`src/rtl/mips_mc_core.sv`:
```
// Multicycle MIPS32 core (lw/sw/R-type/addi/beq/bne/j) with a unified req/ready memory port and a sticky trap.
// Latency: lw 5, sw 4, R/addi 4, beq/bne/j 3 cycles with zero-wait memory; each memory wait cycle adds one.
// Backpressure: mem_req/mem_we/mem_adr/mem_wd are held stable until mem_ready; the core stalls in place meanwhile.
module mips_mc_core #(
  parameter logic [31:0] RESET_PC    = 32'h0000_0000,
  parameter int          NREGS       = 32,
  parameter bit          TRAP_ON_OVF = 1'b1
) (
  input  logic        clk,
  input  logic        reset,
  output logic        mem_req,
  output logic        mem_we,
  output logic [31:0] mem_adr,
  output logic [31:0] mem_wd,
  input  logic [31:0] mem_rd,
  input  logic        mem_ready,
  output logic        trap,
  output logic [1:0]  trap_cause,
  output logic [31:0] pc_dbg
);

  localparam int RW = (NREGS > 1) ? $clog2(NREGS) : 1;

  localparam logic [5:0] OP_RTYPE = 6'h00;
  localparam logic [5:0] OP_J     = 6'h02;
  localparam logic [5:0] OP_BEQ   = 6'h04;
  localparam logic [5:0] OP_BNE   = 6'h05;
  localparam logic [5:0] OP_ADDI  = 6'h08;
  localparam logic [5:0] OP_LW    = 6'h23;
  localparam logic [5:0] OP_SW    = 6'h2b;

  localparam logic [5:0] FN_ADD   = 6'h20;
  localparam logic [5:0] FN_ADDU  = 6'h21;
  localparam logic [5:0] FN_SUB   = 6'h22;
  localparam logic [5:0] FN_SUBU  = 6'h23;
  localparam logic [5:0] FN_AND   = 6'h24;
  localparam logic [5:0] FN_OR    = 6'h25;
  localparam logic [5:0] FN_SLT   = 6'h2a;

  localparam logic [1:0] CAUSE_OVF = 2'd1;
  localparam logic [1:0] CAUSE_ILL = 2'd2;

  typedef enum logic [3:0] {
    FETCH, DECODE, MEMADR, MEMRD, MEMWB, MEMWR,
    EXEC, ALUWB, ADDIEX, ADDIWB, BRANCH, JUMP, TRAP
  } stateT;

  stateT       state;
  stateT       nextState;
  logic [31:0] pc;
  logic [31:0] ir;
  logic [31:0] regA;
  logic [31:0] regB;
  logic [31:0] mdr;
  logic [31:0] aluOut;
  logic [31:0] regFile [NREGS];

  // Instruction fields; register indices keep only the low bits so they wrap modulo NREGS
  logic [5:0]    opcode;
  logic [5:0]    funct;
  logic [RW-1:0] rsIdx;
  logic [RW-1:0] rtIdx;
  logic [RW-1:0] rdIdx;
  logic [31:0]   immExt;

  assign opcode = ir[31:26];
  assign funct  = ir[5:0];
  assign rsIdx  = ir[21 +: RW];
  assign rtIdx  = ir[16 +: RW];
  assign rdIdx  = ir[11 +: RW];
  assign immExt = {{16{ir[15]}}, ir[15:0]};

  // ALU and addi adder; signed overflow uses the effective second operand (negated for subtraction)
  logic [31:0] bEff;
  logic [31:0] sum;
  logic [31:0] aluRes;
  logic        functOk;
  logic        aluOvf;
  logic        ovfTrapR;
  logic [31:0] addiSum;
  logic        addiOvf;
  logic        branchTaken;

  // R-type result, legality and overflow, plus the addi sum and branch condition
  always_comb begin
    bEff     = ((funct == FN_SUB) || (funct == FN_SUBU)) ? (~regB + 32'd1) : regB;
    sum      = regA + bEff;
    aluRes   = sum;
    functOk  = 1'b1;
    case (funct)
      FN_ADD, FN_ADDU, FN_SUB, FN_SUBU: aluRes = sum;
      FN_AND:  aluRes = regA & regB;
      FN_OR:   aluRes = regA | regB;
      FN_SLT:  aluRes = {31'd0, ($signed(regA) < $signed(regB))};
      default: begin
        aluRes  = 32'd0;
        functOk = 1'b0;
      end
    endcase
    aluOvf      = (regA[31] == bEff[31]) && (sum[31] != regA[31]);
    ovfTrapR    = TRAP_ON_OVF && aluOvf && ((funct == FN_ADD) || (funct == FN_SUB));
    addiSum     = regA + immExt;
    addiOvf     = TRAP_ON_OVF && (regA[31] == immExt[31]) && (addiSum[31] != regA[31]);
    branchTaken = (opcode == OP_BNE) ? (regA != regB) : (regA == regB);
  end

  // Cause recorded when the FSM moves into TRAP this cycle
  logic [1:0] causeNext;

  // Next-state logic and memory-port outputs
  always_comb begin
    nextState = state;
    causeNext = 2'd0;
    mem_req   = 1'b0;
    mem_we    = 1'b0;
    mem_adr   = aluOut;
    mem_wd    = regB;
    case (state)
      FETCH: begin
        mem_req = 1'b1;
        mem_adr = pc;
        if (mem_ready) nextState = DECODE;
      end
      DECODE: begin
        case (opcode)
          OP_LW, OP_SW:   nextState = MEMADR;
          OP_RTYPE:       nextState = EXEC;
          OP_ADDI:        nextState = ADDIEX;
          OP_BEQ, OP_BNE: nextState = BRANCH;
          OP_J:           nextState = JUMP;
          default: begin
            nextState = TRAP;
            causeNext = CAUSE_ILL;
          end
        endcase
      end
      MEMADR: nextState = (opcode == OP_LW) ? MEMRD : MEMWR;
      MEMRD: begin
        mem_req = 1'b1;
        if (mem_ready) nextState = MEMWB;
      end
      MEMWB: nextState = FETCH;
      MEMWR: begin
        mem_req = 1'b1;
        mem_we  = 1'b1;
        if (mem_ready) nextState = FETCH;
      end
      EXEC: begin
        if (!functOk) begin
          nextState = TRAP;
          causeNext = CAUSE_ILL;
        end else if (ovfTrapR) begin
          nextState = TRAP;
          causeNext = CAUSE_OVF;
        end else begin
          nextState = ALUWB;
        end
      end
      ALUWB: nextState = FETCH;
      ADDIEX: begin
        if (addiOvf) begin
          nextState = TRAP;
          causeNext = CAUSE_OVF;
        end else begin
          nextState = ADDIWB;
        end
      end
      ADDIWB: nextState = FETCH;
      BRANCH: nextState = FETCH;
      JUMP:   nextState = FETCH;
      TRAP:   nextState = TRAP;
      default: nextState = FETCH;
    endcase
  end

  // State register; reset abandons any access in flight
  always_ff @(posedge clk) begin
    if (reset) state <= FETCH;
    else       state <= nextState;
  end

  // Datapath registers, register file and sticky trap; writes land only in the *WB states
  always_ff @(posedge clk) begin
    if (reset) begin
      pc         <= RESET_PC;
      ir         <= 32'd0;
      regA       <= 32'd0;
      regB       <= 32'd0;
      mdr        <= 32'd0;
      aluOut     <= 32'd0;
      trap       <= 1'b0;
      trap_cause <= 2'd0;
      for (int i = 0; i < NREGS; i++) regFile[i] <= 32'd0;
    end else begin
      if ((nextState == TRAP) && (state != TRAP)) begin
        trap       <= 1'b1;
        trap_cause <= causeNext;
      end
      case (state)
        FETCH: begin
          if (mem_ready) begin
            ir <= mem_rd;
            pc <= pc + 32'd4;
          end
        end
        DECODE: begin
          regA   <= regFile[rsIdx];
          regB   <= regFile[rtIdx];
          aluOut <= pc + {immExt[29:0], 2'b00};
        end
        MEMADR: aluOut <= regA + immExt;
        MEMRD: begin
          if (mem_ready) mdr <= mem_rd;
        end
        MEMWB: begin
          if (rtIdx != '0) regFile[rtIdx] <= mdr;
        end
        EXEC:   aluOut <= aluRes;
        ALUWB: begin
          if (rdIdx != '0) regFile[rdIdx] <= aluOut;
        end
        ADDIEX: aluOut <= addiSum;
        ADDIWB: begin
          if (rtIdx != '0) regFile[rtIdx] <= aluOut;
        end
        BRANCH: begin
          if (branchTaken) pc <= aluOut;
        end
        JUMP:   pc <= {pc[31:28], ir[25:0], 2'b00};
        default: ;
      endcase
    end
  end

  assign pc_dbg = pc;

endmodule

```
`config.mk`:
```
export PLATFORM = sky130hd
export DESIGN_NAME = mips_mc_core
export DESIGN_NICKNAME = d
export VERILOG_FILES = /design/src/rtl/mips_mc_core.sv
export SDC_FILE = /design/constraint.sdc
export NUM_CORES = 2
export LEC_CHECK = 0
export CAP_MARGIN = 10
export CELL_PAD_IN_SITES_DETAIL_PLACEMENT = 1
export CELL_PAD_IN_SITES_GLOBAL_PLACEMENT = 2
export CORE_MARGIN = 2
export CORE_UTILIZATION = 46
export CTS_BUF_LIST = sky130_fd_sc_hd__clkbuf_8
export DETAILED_ROUTE_END_ITERATION = 12
export GPL_TIMING_DRIVEN = 1
export PLACE_DENSITY_LB_ADDON = 0.1
export SETUP_SLACK_MARGIN = 0.1
export SYNTH_ARGS = -nofsm -noshare
export SYNTH_HDL_FRONTEND = slang
export SYNTH_SLANG_ARGS = --single-unit
```
`constraint.sdc`:
```
create_clock -name clk -period 5.3 [get_ports clk]
set_input_delay 0.795 -clock clk [delete_from_list [all_inputs] [get_ports clk]]
set_output_delay 0.795 -clock clk [all_outputs]
set_load 0.05 [all_outputs]
```
**Word-level counts from Yosys, hierarchy flattened**

Memories as Yosys holds them, arrays and structs flattened. A register that Yosys moved wholly into a read port is not among the register bits.
Cells that the tools add are included.

- Bits of input ports: 35
- Word-level logic and storage cells: 126
- RAM bits: 1024
- Output and inout bits: 101
- Bits in registers: 135
- Memories kept: 1

Memory list:

| memory | depth | width | rd ports | clocked after memory_dff | write ports | line | source |
|---|---|---|---|---|---|---|---|
| regFile | 32 | 32 | 2 | 2 | 32 | 56 | `logic [31:0] regFile [NREGS];` |

- Bitwise operators: 5
- $lt $le $gt $ge: 1
- Muxes and demuxes: 45
- Equality and inequality tests: 35
- Reduce and logical (&&, ||, !) cells: 26
- Add/sub/neg operators: 5

Operators by type and width:

| operator | number |
|---|---|
| $mux 32 | 7 |
| $pmux 32 s3 | 2 |
| $pmux 32 s4 | 1 |
| $add 32x32->32 | 3 |
| $reduce_or 32->1 | 2 |
| $eq 6x6->1 const B | 9 |
| $add 32x1->32 const B | 1 |
| $add 32x3->32 const B | 1 |
| $and 32x32->32 | 1 |
| $eq 32x32->1 | 1 |
| $lt 32x32->1 | 1 |
| $ne 32x32->1 | 1 |
| $not 32->32 | 1 |
| $or 32x32->32 | 1 |
| $pmux 4 s8 | 1 |
| $eq 4x4->1 const B | 6 |
| $mux 1 | 21 |
| $mux 4 | 5 |
| $pmux 4 s5 | 1 |
| $eq 4x3->1 const B | 4 |
| $reduce_or 7->1 | 2 |
| $eq 6x3->1 const B | 2 |
| $mux 5 | 2 |
| $reduce_bool 5->1 | 2 |
| other kinds (25) | 39 |

**Logic depth before layout (Yosys ltp)**

- Word-level depth: 12
- Mapped depth: 19
- Mapped depth without buffers: 19

**Worst setup path before layout**

OpenSTA, ideal clock, no wires.

- Path kind: reg2reg
- Start point: register regB[3], in the netlist mem_wd[3], read port of regFile
- End point: register trap_cause[0]
- Data required time: 5.179 ns
- Cell stages (with the launch flop): 19
- Clock period less this slack: 4.656 ns
- Library setup time: 0.121 ns
- Arrival: 4.535 ns
- Setup slack: 0.644 ns
- Path buffers: 0
- Cells stage by stage: dfxtp_1 > or3_1 > nand3b_1 > nor3_1 > nand2_1 > o41ai_1 > nand2_1 > xnor2_1 > ha_1 > a21o_1 > a21o_1 > a21oi_1 > nor2b_1 > nor3b_1 > a21oi_1 > mux2i_1 > a21oi_2 > o21bai_2 > mux2_4

- Word-level cells in the longest chain between the ends: 12
- Elaborated cells on any way between the ends: 16
- Classes of those cells: add/sub: 2; eq/ne: 3; mux: 7; bitwise: 1; reduce/logical: 3

Ends and longest elaborated chain:

| element | line | source |
|---|---|---|
| start: declaration | 53 | `logic [31:0] regB;` |
| $not 32->32 | 86 | `bEff = ((funct == FN_SUB) \|\| (funct == FN_SUBU)) ? (~regB + 32'd1) : regB;` |
| $add 32x1->32 | 86 |  |
| $mux 32 (*) | 86 |  |
| $add 32x32->32 | 87 | `sum = regA + bEff;` |
| $ne 1x1->1 | 100 | `aluOvf = (regA[31] == bEff[31]) && (sum[31] != regA[31]);` |
| $logic_and 1x1->1 (*) | 100 |  |
| $logic_and 1x1->1 (*) | 101 | `ovfTrapR = TRAP_ON_OVF && aluOvf && ((funct == FN_ADD) \|\| (funct == FN_SUB));` |
| $mux 4 | 152 | `end else if (ovfTrapR) begin` |
| $mux 4 | 149 | `if (!functOk) begin` |
| $pmux 4 s8 | 118 | `case (state)` |
| $eq 4x4->1 | 195 | `if ((nextState == TRAP) && (state != TRAP)) begin` |
| $logic_and 1x1->1 | 195 |  |
| end signal: assignment | 197 | `trap_cause <= causeNext;` |
| end: declaration | 18 | `output logic [1:0] trap_cause,` |

Mark *: on every way between the ends. The rest lies on a longest branch, timed or not.
A chain may end at the register's enable or synchronous reset.

**Worst setup path after layout**

Ends and elaborated chain as after synthesis.

==> results.toml <==
[power_and_ir_drop]
p_leak_nw = 25.6
power_density_nw_per_um2 = 430
power.switching_w = 0.0128
power_frac_seq_pct = 36.7
p_clk_share_pct = 25.3
switching_share_pct = 38.8
vdd_drop_max_uv = 391
pwr-share-comb_pct = 38.0
p_int_w = 0.0202

[worst_setup_path]
r2r_setup_slack_ns = 0.31
start_kind = "flip-flop"
crit_chain = "or3_1 -> nand3b_1 -> nor3_2 -> nand2_1 -> o41ai_1 -> buf_4 -> nand2_1 -> xnor2_1 -> ha_1 -> a21o_1 -> a21o_1 -> a21oi_1 -> nor2b_1 -> nor3b_1 -> a21oi_1 -> buf_4 -> mux2i_1 -> buf_4 -> a21oi_2 -> o21bai_2 -> mux2_4"
arrival_ns = 5.78
path_delay_family = "simple AND/OR/NAND/NOR gates"
path_buf_inv = 3
reg2reg_depth = 21
max_stage_delay_ns = 0.38
cpMostUsedCell = "buf_4"
worst_r2r_startpoint = "mem_wd[3]$_SDFFE_PP0P_"
r2r_end = "trap_cause[0]$_SDFFE_PP0P_"
worst_path_max_delay_cell = "or3_1"
crit_type = "reg -> reg"
required_ns = 6.09
critPathCaptureType = "flip-flop"
worstPathMaxFanout = 6

[timing]
max_freq_mhz = 200
worst_pin_slew_ns = 1.23
whs_ns = 0.452
hold_viol = 0
period_share_pct = 94.2
period_minus_slack_ns = 4.99
fin_tns_setup_ns = 0
rsz0062_at_grt = "false"
finClkSkew_ns = 0.0759
relSlewSlack_pct = 16.5
setup_viol = 0
setup_slack_ns = 0.310
maxSlewViolCount = 0

[die]
die_area_um2 = 151000
core-area_um2 = 147000
rows = 141
pin_count = 136
die_w_um = 388
fp.dieH_um = 388
initial_core_util_pct = 46.2

[clock_tree]
insertion_delay_ns = 0.97
tritoncts = "built"
root_buffer = "clkbuf_8"
cts.sinks = 1223
path_clk_slew_ns = 0.06
cts_buffer_depth = 3
htree_levels = 4
cts_buffers = 217

[global_routing]
antenna_found_initial = 6
overflow = 0
grt_max_degree = 131
grt_pass1_vias = 51000
track_usage_pct = 33.7
grt_pass1_wl_um = 366000

[routing]
num_vias = 49100
ant_nets = 0
via_per_inst = 6.47
wl_um = 254000
routedWlPerCell_um = 33.5
route.detailed.drc = 0
drt_iter0_markers = 4989
dr.pass1.iters = 7

[layout]
area_delta_synth_final_pct = 13.0
nNetsFinal = 5716
drive_gt1_share_pct = 22.7
fin_area_um2 = 76800
fill_cells = 14800

[worst_hold_path]
worst_hold_startpoint = "mem_rd[7]"
hold_path.class = "in -> reg"
hold_end = "mdr[7]$_SDFFE_PP0P_"
hold_depth = 3

[synth]
synth_top_cell_area_share_pct = 45.3
yosys_warnings = 0
ys_top_cells_by_count = "nor2_1, edfxtp_1, mux4_2"
synth_most_common_cell = "nor2_1"
ys_ff_latch = 1223
synthFlopType = "edfxtp_1"
synthDistinctLibCells = 82
syn_inst = 5354
async_flop_share_pct = 0
synth_area_um2 = 68000
synth_area_leaders = "edfxtp_1, mux4_2, nor2_1, dfxtp_1, ha_1"
synth_area_per_cell_um2 = 12.7
synth_largest_area_cell = "edfxtp_1"
seq_area_frac_synth_pct = 51.1
synth-edff-count = 1024

[place]
post-place-ws_ns = 0.286
port_buffers = 135
place_area_um2 = 72600
hpwlAfterDp_um = 170000
gp_congestion = 0.917

[outcome]
status = "completed"

[run]
drv_cap = 0
==> stage by stage <==
step                      power (W)  cells  util [%]
after floorplan              0.0200   5385         -
after global placement       0.0247   7193      49.4
after detailed placement     0.0248   7193      49.4
after CTS                    0.0332   7579      52.1
after global routing         0.0345   7588      52.2
final                        0.0330   7588      52.2
==> state kept, by name, summed over array words and instances, names as in the netlist <==
signal	flops
regFile	1024
aluOut	32
ir	32
mdr	32
mem_wd	32
pc_dbg	32
regA	32
state	4
trap_cause	2
trap	1
==> cells in the final DEF, fill, tap and decap left out, drive strengths merged, types with 13 or more instances in the layout <==
cell type      count
nor2            1211
edfxtp          1024
mux4             640
nand2            291
clkbuf           229
a21oi            223
buf              216
dfxtp            199
ha               188
inv              186
o21ai            141
clkdlybuf4s50    134
mux2i            107
a211oi            98
xnor2             75
clkinv            64
nand2b            57
nor3              54
a21o              38
and3              36
mux2              34
xor2              33
conb              32
o22ai             30
nand3             29
a22oi             24
a31oi             21
o21bai            20
nor4              19
nor2b             17
a221oi            17
o31ai             14
o21a              13
==> metal layers <==
layer	share of wire, %	vias to the layer above	track usage [%]
li1	-	20500	-
met2	49	2276	57.0
met4	4.6	6	14.6
met3	7.9	561	6.68
met5	0.016	-	0
met1	38	25700	42.2
==> how the worst max path moves through the flow <==
| stage | from | to | cells after the start |
|---|---|---|---|
| after floorplan | mem_wd[3]$_SDFFE_PP0P_ | trap_cause[0]$_SDFFE_PP0P_ | 18 |
| after global placement | mem_wd[3]$_SDFFE_PP0P_ | trap_cause[0]$_SDFFE_PP0P_ | 21 |
| after detailed placement | mem_wd[3]$_SDFFE_PP0P_ | trap_cause[0]$_SDFFE_PP0P_ | 21 |
| after CTS | mem_wd[3]$_SDFFE_PP0P_ | trap_cause[0]$_SDFFE_PP0P_ | 21 |
| after global routing | mem_wd[3]$_SDFFE_PP0P_ | trap_cause[0]$_SDFFE_PP0P_ | 21 |
| final | mem_wd[3]$_SDFFE_PP0P_ | trap_cause[0]$_SDFFE_PP0P_ | 21 |
==> worst register-to-register path: cells and delay by family (launching register included) <==
kind / cells / cell delay, ns
simple gates: 7 / 1.43
compound gates: 7 / 1.42
xor+xnor: 1 / 0.14
buf+inv: 3 / 0.60
mux: 2 / 0.59
flops: 1 / 0.31
fa+ha+maj: 1 / 0.36
==> power groups by stage <==
stage | clock network, W | registers [W] | logic, W
global placement | 0 | 0.0123 | 0.0124
CTS | 0.00850 | 0.0121 | 0.0125
detailed placement | 0 | 0.0123 | 0.0125
floorplan | 0 | 0.0120 | 0.00801
finish | 0.00835 | 0.0121 | 0.0126
global route | 0.00889 | 0.0122 | 0.0134
==> cells by family after synthesis <==
family / count (synthesis) / synth area share, %
AO/OA/AOI/OAI: 708 / 6.62
AND/OR/NAND/NOR: 1778 / 10.8
other: 1 / 0.00552
XOR/XNOR: 108 / 1.40
multiplexers: 781 / 23.4
buffers and inverters: 564 / 3.15
adder cells (fa/ha/maj): 191 / 3.55
flip-flops: 1223 / 51.1
==> final cells by class <==
type	instances	area (um^2)	area share (%)
Sequential cell	1223	34800	45.3
Multi-Input combinational cell	3598	31800	41.4
Timing Repair Buffer	350	3440	4.48
Clock buffer	229	3150	4.10
Tap cell	1930	2410	3.14
Clock inverter	157	843	1.10
Inverter	100	375	0.489
Antenna cell	1	2.50	0.00326
==> timing repair <==
item | CTS | global route
gates resized for setup | 0 | 1
setup buffers | 0 | 0
hold buffers | 0 | 0
setup endpoints to repair | 0 | 1
Power figures use the tool's default switching activity.
